<file path="config.mk">
export PLATFORM = sky130hd
export DESIGN_NAME = synth_reg_write_ctrl
export DESIGN_NICKNAME = d
export VERILOG_FILES = /design/src/rtl/synth_reg_write_ctrl_pkg.sv /design/src/rtl/synth_reg_write_ctrl_reg_write_fifo.sv /design/src/rtl/synth_reg_write_ctrl.sv
export SDC_FILE = /design/constraint.sdc
export NUM_CORES = 1
export LEC_CHECK = 0
export ABC_AREA = 1
export CAP_MARGIN = 30
export CORE_MARGIN = 5
export CORE_UTILIZATION = 51
export CTS_CLUSTER_SIZE = 8
export DETAILED_ROUTE_END_ITERATION = 6
export PLACE_DENSITY = 0.68
export SLEW_MARGIN = 40
export SYNTH_ARGS = -nofsm -noshare
export SYNTH_HDL_FRONTEND = slang
export SYNTH_HIERARCHICAL = 1
export SYNTH_SLANG_ARGS = --single-unit
</file>
<file path="constraint.sdc">
create_clock -name i_Clock -period 10 [get_ports i_Clock]
set_clock_uncertainty 0.05 [all_clocks]
set_input_delay 1 -clock i_Clock [delete_from_list [all_inputs] [get_ports i_Clock]]
set_output_delay 1 -clock i_Clock [all_outputs]
set_load 0.05 [all_outputs]
</file>
<file path="src/rtl/synth_reg_write_ctrl_pkg.sv">
// Shared types and helpers for the synth register-write front end.
//   reg_write_t  : one register write (16-bit register number + 8-bit value)
//   RegFrameBits : length of one SPI write frame in bits
//   sat_count5() : FIFO occupancy clipped to the 5-bit field of the status byte
package synth_reg_write_ctrl_pkg;

  localparam int unsigned RegFrameBits = 24;

  typedef struct packed {
    logic [15:0] number;
    logic [7:0]  value;
  } reg_write_t;

  function automatic logic [4:0] sat_count5(input int unsigned n);
    return (n > 32'd31) ? 5'd31 : n[4:0];
  endfunction

endpackage

</file>
<file path="src/rtl/synth_reg_write_ctrl_reg_write_fifo.sv">
// reg_write_fifo: synchronous FIFO of reg_write_t entries.
// Ports:
//   clk_i, rst_ni        clock, asynchronous active-low reset (FIFO empties)
//   push_i, wdata_i      write request and data; ignored when full unless popping too
//   pop_i, rdata_o       read request; rdata_o shows the head entry combinationally
//   full_o, empty_o      occupancy flags
//   count_o              number of stored entries (0..Depth)
// A push into a full FIFO is accepted when a pop happens in the same cycle: the head is read
// out before the freed slot is overwritten.
module reg_write_fifo
  import synth_reg_write_ctrl_pkg::*;
#(
  parameter int unsigned Depth = 8,
  localparam int unsigned PtrW = $clog2(Depth),
  localparam int unsigned CntW = PtrW + 1
) (
  input  logic            clk_i,
  input  logic            rst_ni,
  input  logic            push_i,
  input  reg_write_t      wdata_i,
  input  logic            pop_i,
  output reg_write_t      rdata_o,
  output logic            full_o,
  output logic            empty_o,
  output logic [CntW-1:0] count_o
);

  reg_write_t mem_q [Depth];

  // Pointers carry one extra wrap bit so full and empty are distinguishable.
  logic [PtrW:0] wptr_q, wptr_d;
  logic [PtrW:0] rptr_q, rptr_d;
  logic          push_ok, pop_ok;

  always_comb begin
    count_o = wptr_q - rptr_q;
    full_o  = (count_o == CntW'(Depth));
    empty_o = (count_o == '0);
    rdata_o = mem_q[rptr_q[PtrW-1:0]];
    pop_ok  = pop_i & ~empty_o;
    push_ok = push_i & (~full_o | pop_ok);
    wptr_d  = push_ok ? wptr_q + 1'b1 : wptr_q;
    rptr_d  = pop_ok  ? rptr_q + 1'b1 : rptr_q;
  end

  always_ff @(posedge clk_i or negedge rst_ni) begin
    if (!rst_ni) begin
      wptr_q <= '0;
      rptr_q <= '0;
    end else begin
      wptr_q <= wptr_d;
      rptr_q <= rptr_d;
    end
  end

  // Storage needs no reset: the pointers alone define which entries are valid.
  always_ff @(posedge clk_i) begin
    if (push_ok) begin
      mem_q[wptr_q[PtrW-1:0]] <= wdata_i;
    end
  end

endmodule

</file>
<file path="src/rtl/synth_reg_write_ctrl.sv">
// synth_reg_write_ctrl: SPI-slave configuration front end for synth.
// Receives 24-bit SPI frames {number[15:8], number[7:0], value}, buffers them in a FIFO and
// issues them as one-cycle register-write strobes on the synth register-write bus.
// Ports:
//   i_Clock, i_Reset_n          system clock, asynchronous active-low reset
//   i_SpiSclk/i_SpiCs_n/i_SpiMosi  asynchronous SPI inputs (mode 0, MSB first)
//   o_SpiMiso                   status byte {overflow, 2'b0, fifo count} during bits 0-7
//   i_SampleReady               synth sample pulse (only used with sample-aligned writes)
//   o_RegisterWrite*            registered write strobe, register number and value
//   o_Overflow                  sticky: a complete frame was dropped on a full FIFO
//   o_Busy                      FIFO non-empty or a frame partly received
// Build option: define SAMPLE_ALIGNED_WRITES_EN to hold writes until i_SampleReady and then
// drain the whole FIFO back-to-back, so one sample never sees a half-applied burst.
module synth_reg_write_ctrl
  import synth_reg_write_ctrl_pkg::*;
#(
  parameter int unsigned FIFO_DEPTH  = 8,
  parameter int unsigned SYNC_STAGES = 2
) (
  input  logic        i_Clock,
  input  logic        i_Reset_n,
  input  logic        i_SpiSclk,
  input  logic        i_SpiCs_n,
  input  logic        i_SpiMosi,
  output logic        o_SpiMiso,
  input  logic        i_SampleReady,
  output logic        o_RegisterWriteEnable,
  output logic [15:0] o_RegisterWriteNumber,
  output logic [7:0]  o_RegisterWriteValue,
  output logic        o_Overflow,
  output logic        o_Busy
);

  localparam int unsigned CntW = $clog2(FIFO_DEPTH) + 1;

  // Input synchronisers; the last stage is the usable synced value.
  logic [SYNC_STAGES-1:0] sclk_sync_q, cs_sync_q, mosi_sync_q;
  logic                   sclk_s, cs_n_s, mosi_s;
  logic                   sclk_prev_q, cs_prev_q;
  logic                   sclk_rise, sclk_fall, cs_fall, cs_rise;

  always_comb begin
    sclk_s    = sclk_sync_q[SYNC_STAGES-1];
    cs_n_s    = cs_sync_q[SYNC_STAGES-1];
    mosi_s    = mosi_sync_q[SYNC_STAGES-1];
    sclk_rise = sclk_s & ~sclk_prev_q;
    sclk_fall = ~sclk_s & sclk_prev_q;
    cs_fall   = ~cs_n_s & cs_prev_q;
    cs_rise   = cs_n_s & ~cs_prev_q;
  end

  // Frame receiver.
  logic [4:0]              bit_cnt_q, bit_cnt_d;
  logic [RegFrameBits-1:0] shift_q, shift_d;
  logic                    frame_done;
  logic                    latch_req_q, latch_req_d;

  always_comb begin
    bit_cnt_d   = bit_cnt_q;
    shift_d     = shift_q;
    frame_done  = 1'b0;
    latch_req_d = 1'b0;
    if (cs_fall) begin
      bit_cnt_d   = '0;
      latch_req_d = 1'b1;
    end else if (cs_rise) begin
      // Partial frame is simply forgotten.
      bit_cnt_d = '0;
    end else if (!cs_n_s && sclk_rise) begin
      shift_d = {shift_q[RegFrameBits-2:0], mosi_s};
      if (bit_cnt_q == 5'(RegFrameBits - 1)) begin
        bit_cnt_d   = '0;
        frame_done  = 1'b1;
        latch_req_d = 1'b1;
      end else begin
        bit_cnt_d = bit_cnt_q + 5'd1;
      end
    end
  end

  // FIFO and write scheduling.
  reg_write_t      push_data, fifo_rdata;
  logic            fifo_full, fifo_empty;
  logic [CntW-1:0] fifo_count;
  logic            pop;

  assign push_data = reg_write_t'(shift_d);

  reg_write_fifo #(
    .Depth (FIFO_DEPTH)
  ) u_fifo (
    .clk_i   (i_Clock),
    .rst_ni  (i_Reset_n),
    .push_i  (frame_done),
    .wdata_i (push_data),
    .pop_i   (pop),
    .rdata_o (fifo_rdata),
    .full_o  (fifo_full),
    .empty_o (fifo_empty),
    .count_o (fifo_count)
  );

`ifdef SAMPLE_ALIGNED_WRITES_EN
  localparam logic [1:0] StIdle  = 2'd0;
  localparam logic [1:0] StArmed = 2'd1;
  localparam logic [1:0] StDrain = 2'd2;

  logic [1:0] state_q, state_d;

  always_comb begin
    state_d = state_q;
    pop     = 1'b0;
    case (state_q)
      StIdle: begin
        if (!fifo_empty) state_d = StArmed;
      end
      StArmed: begin
        if (i_SampleReady) begin
          pop     = !fifo_empty;
          state_d = StDrain;
        end
      end
      StDrain: begin
        // Keeps draining entries that arrive mid-burst; sample pulses here are ignored.
        if (fifo_empty) state_d = StIdle;
        else            pop     = 1'b1;
      end
      default: state_d = StIdle;
    endcase
  end

  always_ff @(posedge i_Clock or negedge i_Reset_n) begin
    if (!i_Reset_n) state_q <= StIdle;
    else            state_q <= state_d;
  end
`else
  logic unused_sample_ready;
  assign unused_sample_ready = i_SampleReady;
  assign pop = !fifo_empty;
`endif

  // Status byte and MISO.
  logic       overflow_q, overflow_d;
  logic [7:0] status_q, status_d;
  logic       miso_q, miso_d;
  logic       we_q, we_d;
  reg_write_t wr_q, wr_d;

  always_comb begin
    overflow_d = overflow_q | (frame_done & fifo_full & ~pop);
    status_d   = status_q;
    // Latched a cycle after frame start so a drop or push in that cycle is already visible.
    if (latch_req_q) begin
      status_d = {overflow_q, 2'b00, sat_count5(32'(fifo_count))};
    end else if (!cs_n_s && sclk_fall && bit_cnt_q != 5'd0 && bit_cnt_q < 5'd8) begin
      status_d = {status_q[6:0], 1'b0};
    end
    miso_d = (!cs_n_s && bit_cnt_q < 5'd8) ? status_d[7] : 1'b0;
    we_d   = pop;
    wr_d   = pop ? fifo_rdata : '0;
  end

  always_ff @(posedge i_Clock or negedge i_Reset_n) begin
    if (!i_Reset_n) begin
      sclk_sync_q <= '0;
      cs_sync_q   <= '1;
      mosi_sync_q <= '0;
      sclk_prev_q <= 1'b0;
      cs_prev_q   <= 1'b1;
      bit_cnt_q   <= '0;
      shift_q     <= '0;
      latch_req_q <= 1'b0;
      status_q    <= '0;
      miso_q      <= 1'b0;
      overflow_q  <= 1'b0;
      we_q        <= 1'b0;
      wr_q        <= '0;
    end else begin
      sclk_sync_q <= {sclk_sync_q[SYNC_STAGES-2:0], i_SpiSclk};
      cs_sync_q   <= {cs_sync_q[SYNC_STAGES-2:0], i_SpiCs_n};
      mosi_sync_q <= {mosi_sync_q[SYNC_STAGES-2:0], i_SpiMosi};
      sclk_prev_q <= sclk_s;
      cs_prev_q   <= cs_n_s;
      bit_cnt_q   <= bit_cnt_d;
      shift_q     <= shift_d;
      latch_req_q <= latch_req_d;
      status_q    <= status_d;
      miso_q      <= miso_d;
      overflow_q  <= overflow_d;
      we_q        <= we_d;
      wr_q        <= wr_d;
    end
  end

  assign o_SpiMiso             = miso_q;
  assign o_RegisterWriteEnable = we_q;
  assign o_RegisterWriteNumber = wr_q.number;
  assign o_RegisterWriteValue  = wr_q.value;
  assign o_Overflow            = overflow_q;
  assign o_Busy                = !fifo_empty || (bit_cnt_q != 5'd0);

endmodule

</file>
==> metrics.txt <==
number of buffers inserted by hold repair at cts 0; asr flop ratio synth 0.2967; CTS clock-pin slew for the worst setup and hold paths 0.05 ns; Max Fanout on Critical Path 52; post-synthesis sequential area ratio 0.7146; largest area contributor in the netlist sky130_fd_sc_hd__edfxtp_1; count of buffers from port buffering 32; Avg WL per Cell 17.04 um; Detailed Route Iter0 Violations 456; Req. time, crit path roughly 9 ns; Worst R2R Start u_fifo/rptr_q[1]; vertical die dimension 156.3 um; count of antenna-violating nets left after detailed routing 0; Max Buffers Root-to-Sink 3; library cell appearing most often on the critical path sky130_fd_sc_hd__buf_4; Gates resized, CTS repair 0; nets 1,005; kind of start point of the critical path register; largest net degree at the start of global routing a little under 100; global-route wire length before repair 35,610 um; Crit path depth 12; crit path max-delay cell type sky130_fd_sc_hd__clkdlybuf4s50_1; stage delay of the slowest cell on the critical path 0.72 ns; Sequential Area 7797 um^2; CTS tree built; type of the most critical hold path reg -> reg; number of vias per cell after detailed routing around 5.2; DP Wirelength between 10,000 and 15,000 um; main flop type after synthesis sky130_fd_sc_hd__edfxtp_1; Initial Utilization 0.5190; CP arrival slightly below 4 ns; startpoint of the tightest hold check path mosi_sync_q[0]; final total negative setup slack 0 ns; cell area after synthesis 10,910 um^2; leading cell types by total area after synthesis sky130_fd_sc_hd__edfxtp_1, sky130_fd_sc_hd__dfrtp_1, sky130_fd_sc_hd__nand2_1; post-synthesis instance total 946; maxcap violations 0; Die Width 156.3 um; cell row count 53; outcome completed; fill cell total of the finished layout between 1,500 and 2,000; post-route cell area 12,590 um^2; minimum clock period 4.990 ns; most numerous cell types in the synthesized netlist sky130_fd_sc_hd__edfxtp_1, sky130_fd_sc_hd__nand2_1, sky130_fd_sc_hd__nor2_1; pin slew with the least headroom to its limit ~0.76 ns; net count after synthesis about 960; Synth warnings 6; area of the placeable core 21,020 um^2; total number of clock tree sinks 273; GR Util All Layers 0.1862; Crit path max-delay family buffers and inverters; final estimated routing congestion in global placement ~0.76; WHS Path Cells 0; routed via count 6,774; number of enable-type register cells in the synthesized netlist 192; fmax ~200 MHz; # H-tree levels 2; number of antenna violations at the first check in global routing 0; cell chain of the critical path buf_4 -> inv_1 -> buf_4 -> ha_1 -> nand3_1 -> nand2_1 -> nand2_1 -> nand3_2 -> inv_1 -> buf_4 -> nand3_1 -> clkdlybuf4s50_1; number of global-route vias before repair 6,756; Layout Utilization 0.5988; category of the worst setup path capture point primary output; global route overflow 0; clock root buffer sky130_fd_sc_hd__clkbuf_16; register bit count reported by yosys 273; number of pins exceeding their max-slew limit in the final report 0; number of setup violations in the final report 0; cell depth of the worst flop-to-flop path 15; PD cells 199.5 nW/um^2; post-place instance area 11,440 um^2; Leak 0.004975 uW; source-to-sink clock delay at the later pin of the worst-skew pair around 0.51 ns; syn_area_per_cell 11.53 um^2; distinct cell type count of the synthesized netlist 36; register-to-register setup slack between 5 and 6 ns; largest voltage drop on the vdd net around 0.00016 V; Setup Fix Bufs, Post-CTS 0; final hold violation count 0; final critical-path share of the clock period 0.4990; share of cells above drive strength 1 0.08636; combined area of the multi-input logic cells 2631 um^2; # IOs 34; destination of the worst hold path mosi_sync_q[1]; DRC Markers 0; layout-stage area growth over the synthesis result 15.38%; relative max-transition margin 0.4912; number of antenna diodes 0; portion of synthesized cell area occupied by the leading cell type 0.5285; Routed Wire Length 22,050 um; leading cell type by number of instances after synthesis sky130_fd_sc_hd__edfxtp_1; RSZ-0062 raised after global routing no; number of buffer and inverter stages on the critical path 6; clock buffers created by TritonCTS 40; die area 24,420 um^2; type of the worst setup path reg -> out; First-pass DRT Iterations 5; capture instance of the worst register-to-register path u_fifo/mem_q[4][15]
==> registers in the layout, summed over array words and instances (netlist names), 4 cells and up <==
register and cells:
u_fifo/rptr_q 4, o_RegisterWriteValue 8, status_q 8, o_RegisterWriteNumber 16, shift_q 24, u_fifo/wptr_q 4, bit_cnt_q 5, u_fifo/mem_q 192
==> worst max-delay path by stage <==
stage | startpoint | to | slack [ns]
5_1_grt | u_fifo/rptr_q[1] | o_Busy | 4.71
3_3_place_gp | u_fifo/rptr_q[1] | o_Busy | 5.53
2_1_floorplan | u_fifo/rptr_q[2] | u_fifo/mem_q[2][0] | 6.02
3_5_place_dp | u_fifo/rptr_q[1] | o_Busy | 5.52
6_report | u_fifo/rptr_q[1] | o_Busy | 5.01
4_1_cts | u_fifo/rptr_q[1] | o_Busy | 4.98
==> cells in the final DEF (no fill, tap or decap), types with 2 or more instances in the layout <==
| cell | n |
|---|---|
| sky130_fd_sc_hd__clkbuf_16 | 40 |
| sky130_fd_sc_hd__nor2_4 | 2 |
| sky130_fd_sc_hd__edfxtp_1 | 192 |
| sky130_fd_sc_hd__nor2_2 | 10 |
| sky130_fd_sc_hd__nand2_4 | 2 |
| sky130_fd_sc_hd__nand2_1 | 188 |
| sky130_fd_sc_hd__clkdlybuf4s50_1 | 31 |
| sky130_fd_sc_hd__nand3_1 | 25 |
| sky130_fd_sc_hd__inv_6 | 2 |
| sky130_fd_sc_hd__ha_1 | 9 |
| sky130_fd_sc_hd__o21ai_0 | 90 |
| sky130_fd_sc_hd__nand3_2 | 2 |
| sky130_fd_sc_hd__dfrtp_1 | 77 |
| sky130_fd_sc_hd__o21ai_1 | 17 |
| sky130_fd_sc_hd__a21oi_1 | 27 |
| sky130_fd_sc_hd__buf_4 | 15 |
| sky130_fd_sc_hd__a31oi_1 | 24 |
| sky130_fd_sc_hd__inv_1 | 57 |
| sky130_fd_sc_hd__inv_2 | 2 |
| sky130_fd_sc_hd__nor2_1 | 154 |
| sky130_fd_sc_hd__dfstp_2 | 3 |
| sky130_fd_sc_hd__o21ai_2 | 2 |
| sky130_fd_sc_hd__clkbuf_1 | 29 |
| sky130_fd_sc_hd__xor2_1 | 5 |
==> cell type report <==
| type | instances | area share |
|---|---|---|
| multi-input cells | 566 | 0.2090 |
| inverters | 61 | 0.01879 |
| clock inverters | 3 | 0.002684 |
| flip-flops and latches | 273 | 0.6195 |
| well taps | 275 | 0.02734 |
| clock buffers | 69 | 0.08817 |
| repair buffers | 47 | 0.03449 |
==> cells by family (layout without fill, tap and decap cells) <==
group / Yosys count / after routing / synth area share
xor+xnor: 6 / 6 / 0.004817
buf+inv: 107 / 180 / 0.04599
simple gates: 387 / 387 / 0.1436
flops: 273 / 273 / 0.7146
fa+ha+maj: 10 / 10 / 0.01216
compound gates: 163 / 163 / 0.07879
==> routing by layer <==
| layer | GRT usage | routed length (um) |
|---|---|---|
| met5 | 0 | 0 |
| met4 | 0.05744 | 398 |
| met3 | 0.02987 | 1011 |
| met2 | 0.3070 | 10730 |
| met1 | 0.2574 | 9912 |
==> through the flow <==
| step | power [uW] | hold WS [ns] | std cells | worst slack (ns) |
|---|---|---|---|---|
| after floorplan | 1304 | 0.2812 | 946 | 6.017 |
| after global placement | 1329 | 0.2841 | 1222 | 5.532 |
| after detailed placement | 1332 | 0.2878 | 1222 | 5.518 |
| after CTS | 2532 | 0.2985 | 1294 | 4.980 |
| after global routing | 2596 | 0.3071 | 1294 | 4.714 |
| final | 2511 | 0.2939 | 1294 | 5.010 |
==> power breakdown <==
| group | switching (uW) | internal, uW |
|---|---|---|
| Clock | 453 | 748 |
| Sequential | 9.48 | 1230 |
| Combinational | 50.9 | 18.1 |
| Total | 513 | 2000 |
Power figures use the tool's default switching activity.
